## src/rtl/pair_serializer.sv

```systemverilog
// pair_serializer: accepts an (in0, in1) word pair over a val/rdy handshake
// and emits the two words one per transfer, in0 first, then in1. The select
// driving the downstream 2:1 word mux is exposed on `sel`. Completed pairs
// are counted modulo 2^CBITS.
module pair_serializer #(
   parameter int NBITS = 8,
   parameter int CBITS = 8
) (
   input  logic             clk,
   input  logic             rst,
   input  logic             in_val,
   output logic             in_rdy,
   input  logic [NBITS-1:0] in0,
   input  logic [NBITS-1:0] in1,
   output logic             out_val,
   input  logic             out_rdy,
   output logic [NBITS-1:0] out,
   output logic             sel,
   output logic [CBITS-1:0] count
);

   // 2'b11 is deliberately unused; the next-state default steers it to IDLE.
   typedef enum logic [1:0] {
      IDLE  = 2'b00,
      SEND0 = 2'b01,
      SEND1 = 2'b10
   } state_t;

   state_t           state;
   state_t           state_nxt;
   logic             load;
   logic             pair_done;
   logic [NBITS-1:0] reg0;
   logic [NBITS-1:0] reg1;

   // State register; reset drops any pair in flight.
   always_ff @(posedge clk or posedge rst) begin
      if (rst) begin
         state <= IDLE;
      end else begin
         // NOTE: sequential state uses non-blocking (<=) so every register
         // samples pre-edge values regardless of statement order.
         state <= state_nxt;
      end
   end

   // Next-state decode and handshake outputs. No combinational path from any
   // input to any output except out_rdy -> in_rdy while in SEND1.
   always_comb begin
      // NOTE: every signal gets a default before the case, so no path leaves
      // it unassigned and no latch is inferred.
      state_nxt = IDLE;
      in_rdy    = 1'b0;
      out_val   = 1'b0;
      sel       = 1'b0;
      load      = 1'b0;
      pair_done = 1'b0;
      case (state)
         IDLE: begin
            in_rdy = 1'b1;
            if (in_val) begin
               load      = 1'b1;
               state_nxt = SEND0;
            end
         end
         SEND0: begin
            out_val   = 1'b1;
            state_nxt = out_rdy ? SEND1 : SEND0;
         end
         SEND1: begin
            out_val = 1'b1;
            sel     = 1'b1;
            in_rdy  = out_rdy;
            if (out_rdy) begin
               pair_done = 1'b1;
               if (in_val) begin
                  // Back-to-back: the next pair loads as the last word leaves.
                  load      = 1'b1;
                  state_nxt = SEND0;
               end else begin
                  state_nxt = IDLE;
               end
            end else begin
               state_nxt = SEND1;
            end
         end
         default: state_nxt = IDLE;
      endcase
   end

   // Pair holding registers; written only when a pair is accepted, so they
   // stay stable while the output is stalled.
   always_ff @(posedge clk or posedge rst) begin
      if (rst) begin
         // NOTE: the data registers are reset on purpose: `out` must read
         // zero while reset is asserted, not stale data.
         reg0 <= '0;
         reg1 <= '0;
      end else if (load) begin
         reg0 <= in0;
         reg1 <= in1;
      end
   end

   // Completed-pair counter, wraps naturally at 2^CBITS.
   always_ff @(posedge clk or posedge rst) begin
      if (rst) begin
         count <= '0;
      end else if (pair_done) begin
         count <= count + CBITS'(1);
      end
   end

   assign out = sel ? reg1 : reg0;

endmodule

```

## config.mk

```make
export PLATFORM = sky130hd
export DESIGN_NAME = pair_serializer
export DESIGN_NICKNAME = d
export VERILOG_FILES = /design/src/rtl/pair_serializer.sv
export SDC_FILE = /design/constraint.sdc
export NUM_CORES = 1
export LEC_CHECK = 0
export ABC_AREA = 1
export ABC_CLOCK_PERIOD_IN_PS = 1600
export CAP_MARGIN = 20
export CORE_MARGIN = 8
export CORE_UTILIZATION = 45
export DETAILED_ROUTE_END_ITERATION = 10
export GPL_TIMING_DRIVEN = 0
export PLACE_DENSITY = 0.77
export SLEW_MARGIN = 20
export SYNTH_ARGS = -nofsm -noshare
export SYNTH_HDL_FRONTEND = slang
export SYNTH_SLANG_ARGS = --single-unit
```

## constraint.sdc

```tcl
create_clock -name clk -period 1.6 [get_ports clk]
set_input_delay 0.32 -clock clk [delete_from_list [all_inputs] [get_ports clk]]
set_output_delay 0.32 -clock clk [all_outputs]
set_load 0.01 [all_outputs]
```

==> summary.md, run 1 <==
Worst vdd rail ir drop: 1230 uV. The worst setup path is launched from a flop. The deepest level of the CTS H-tree was 1. The routed layout has 1,168 vias. Wires add up to 3360 um.

In this run the worst path has a maximum fanout of 5. The initial detailed-routing violation count is 66. The horizontal die dimension is 70.4 um, and the area of the die is 4950 um2. The analysis attributes to cell leakage a power of 1.07 nW. The run finished, with violations left. Using the TritonRoute via totals, the vias-per-cell ratio works out to 4.97. Wire length per cell after detailed routing: 14.3 um. Timing would allow up to 0.536 GHz. After clock tree synthesis, the clock-pin slew on the worst setup and hold paths is 0.14 ns. The final setup slack of the worst path came out at -0.267 ns. The number of routed nets with antenna violations was 0; the post-synthesis share of cell area spent on and, or, nand and nor gates was 28.2%. Of the post-synthesis cell area, the dominant cell type holds 48.9%. The wire-length estimate of the detail-placed layout is 2320 um. In the post-synthesis netlist, the biggest area contributors are sky130_fd_sc_hd__dfrtp_1, sky130_fd_sc_hd__nand2_1, sky130_fd_sc_hd__nand3_1.

The buffer levels on the longest clock path is 2. Once placement completed, the tool counted placed cells totaling 217. In the finished design, the share of the clock period the worst path needs comes to 117%.

After detailed placement, the total cell area comes to 1740 um2. The synthesized netlist devotes 1.98% of its cell area to XOR and XNOR gates. By area, the combinational part of the netlist is dominated by simple AND/OR/NAND/NOR gates.

Summing the areas of all compound-gate instances in the mapped netlist gives 1.13% of the synthesized area. The tools report the wire length of the first global-routing pass as 5540 um. The library cells used most frequently in the layout, excluding fill and tap cells, are sky130_fd_sc_hd__nand2_1, sky130_fd_sc_hd__dfrtp_1, sky130_fd_sc_hd__clkdlybuf4s50_1. The cell area power density was 1870 nW/um2; the clock buffer count from CTS was 3.

The library cell used most frequently in the layout, excluding fill and tap cells, is sky130_fd_sc_hd__nand2_1. The worst-margin pin slew came out at 0.920 ns. Across the routed clock network, the largest skew measured is 0.00409 ns.

After synthesis, the share of cell area in mux cells is 6.77%. After synthesis, the netlist uses 19 different library cells. A synthesized cell averages 8.93 um2. Synthesis produced a netlist with a net count of 174. Entering global routing, the biggest net connects 27 pins.

Cells with a size suffix above 1 make up 24.5% of the layout. The number of clock sinks is 26, and the number of warning messages in the yosys log is 0. The signal on the critical path passes through inv_2 > ha_4 > buf_8 > mux2_4 > buf_6. The cell sitting at the root of the clock tree is a sky130_fd_sc_hd__clkbuf_4.

The critical path's largest stage delay is 0.41 ns, and the overall power is 3.73 mW. The die is 70.4 um tall. In this run the critical register-to-register path is launched from state[0]. STA puts the critical path data required time at 1.28 ns. The mapped netlist covers 1330 um2. The startpoint identified for the worst hold timing path is in_val.

Final standard cell area without fillers: 1990 um2. The largest individual stage delay along the critical path comes from the cell sky130_fd_sc_hd__dfrtp_1. Row generation in the floorplan step produced 19 rows. The source of the critical timing path was state[0]. The floorplan step defined a core boundary enclosing 2780 um2.

Across every metal layer, demand over resource in global routing totals 13.1%. Critical path endpoint category: a primary output. The final critical delay including setup and external delays is 1.87 ns. The critical path is of the reg2out type. The number of fill cells in the layout came out at 228.

For the initial cell density of the core, the log shows 47.8%. Setup repair after global routing could not meet its margin everywhere. The number of global-route vias before repair is 1,237. For this run, the post-layout net count is 230.

Max-cap violations in this run came to 0. At the later pin of the worst-skew pair, clock insertion delay measures 0.31 ns. Timing analysis after detailed placement gives a worst setup slack of -0.595 ns. The synthesized netlist devotes 4.70% of its cell area to adder and majority cells. The logs give 235 for the final non-filler cell total and 1.55 ns for the data arrival time of the critical path. The final reports fail on setup timing. Number of failing setup endpoints in the final timing report: 10. The first detailed-routing pass ran for 4 iterations. Number of antenna violations at the first check in global routing: 0. TritonCTS built the clock tree. The final-report max-slew violation count was 0; the overflow left after global routing was 0. For the final count of hold timing violations, the log shows 0. sky130_fd_sc_hd__dfrtp_1 takes more of the synthesized area than any other cell. The repair_antennas step left the layout with diodes totalling 0.

The count of buffers added on input and output ports is 37. For this design the top-level I/O count stands at 39. In the routed design, unresolved DRC markers number 0. The run gives 0.300 ns as the worst slack on hold paths. The congestion estimate from routability-driven global placement came to 0.802.

After synthesis, flip-flops and latches occupy 48.9% of the total area. Compared with the post-synthesis result, the final layout area differs by 50.0%. For the count of mapped cells out of synthesis, the log shows 149. The number of register bits inferred by synthesis works out to 26. The kind of path behind the tightest hold check is in2reg.

The tools report the worst max-slew margin expressed relative to the limit as 38.3%.
==> synthesized netlist by cell type <==
cell                       number
sky130_fd_sc_hd__nand2_1       52
sky130_fd_sc_hd__dfrtp_1       26
sky130_fd_sc_hd__nand3_1       19
sky130_fd_sc_hd__inv_1         18
sky130_fd_sc_hd__mux2_2         8
sky130_fd_sc_hd__ha_1           5
sky130_fd_sc_hd__nor2_1         3
sky130_fd_sc_hd__xor2_1         3
sky130_fd_sc_hd__buf_4          2
sky130_fd_sc_hd__buf_6          2
sky130_fd_sc_hd__nand2_4        2
sky130_fd_sc_hd__o21ai_0        2
sky130_fd_sc_hd__a21oi_1        1
sky130_fd_sc_hd__buf_2          1
sky130_fd_sc_hd__nand2_2        1
sky130_fd_sc_hd__nand2_8        1
sky130_fd_sc_hd__nand3b_1       1
sky130_fd_sc_hd__nand4_1        1
sky130_fd_sc_hd__nor2_4         1
==> worst max-delay path: cells and delay by family, from the launching register on <==
family	cells	cell delay, ns
muxes	1	0.31
buffers and inverters	3	0.35
adders and majority gates	1	0.16
DFF	1	0.41
==> through the flow <==
| stage | util [%] | TNS [ns] |
|---|---|---|
| after global placement | 62.5 | -3.40 |
| after CTS | 68.7 | -2.36 |
| after detailed placement | 62.5 | -3.79 |
| after floorplan | - | 0 |
| final | 71.7 | -2.21 |
| after global routing | 71.7 | -2.88 |
==> layout make-up <==
type / count / area, um2 / share of cell area [%]
buffer: 4 / 38.8 / 1.94
clock buffer: 4 / 36.3 / 1.82
inverter: 18 / 70.1 / 3.51
multi-input combinational: 100 / 633 / 31.7
sequential: 26 / 651 / 32.6
tap: 31 / 38.8 / 1.94
timing repair buffer: 52 / 527 / 26.4
==> metal layers <==
layer | vias up | track usage (%) | part of all wire [%]
met1 | 551 | 15.4 | 41
met2 | 38 | 22.4 | 51
met5 | - | 0 | 0
met4 | 0 | 1.79 | 0.66
li1 | 573 | - | -
met3 | 6 | 4.66 | 6.8
==> path summary, 6_finish.rpt <==
path	depth (start not counted)	slack, ns	endpoint
max	5	-0.27	out[4]
min	3	0.30	reg0[6]
max reg2reg	11	0.06	reg0[6]
min reg2reg	2	0.49	reg0[7]
max in group asynchronous	2	0.80	reg0[3]
min in group asynchronous	2	0.38	count[6]
==> sequential cells by signal (all words and copies together), names as in the netlist <==
name	cells
state	2
reg1	8
count	8
reg0	8
==> kinds of logic after synthesis <==
family / Yosys count
simple gates: 81
flops: 26
buf+inv: 23
mux: 8
fa+ha+maj: 5
compound gates: 3
xor+xnor: 3
==> power breakdown <==
part           internal, mW  switching (mW)
registers             0.943           0.175
logic                  1.27            1.02
clock network         0.139           0.191
total                  2.35            1.39
==> timing repair <==
action                     in CTS  in global routing
gates cloned                    1                  0
hold buffers                    0                  0
buffers inserted                8                  6
pin swaps                       1                  1
resized for setup              66                 12
setup endpoints to repair      16                 27
No activity file was read; power rests on OpenSTA's default activity.
==> inputs of run 2 (changes only) <==
CAP_MARGIN = 0   (was 20)
==> results of run 2 <==
The final DEF is identical to that of run 1; final timing and power are the same.
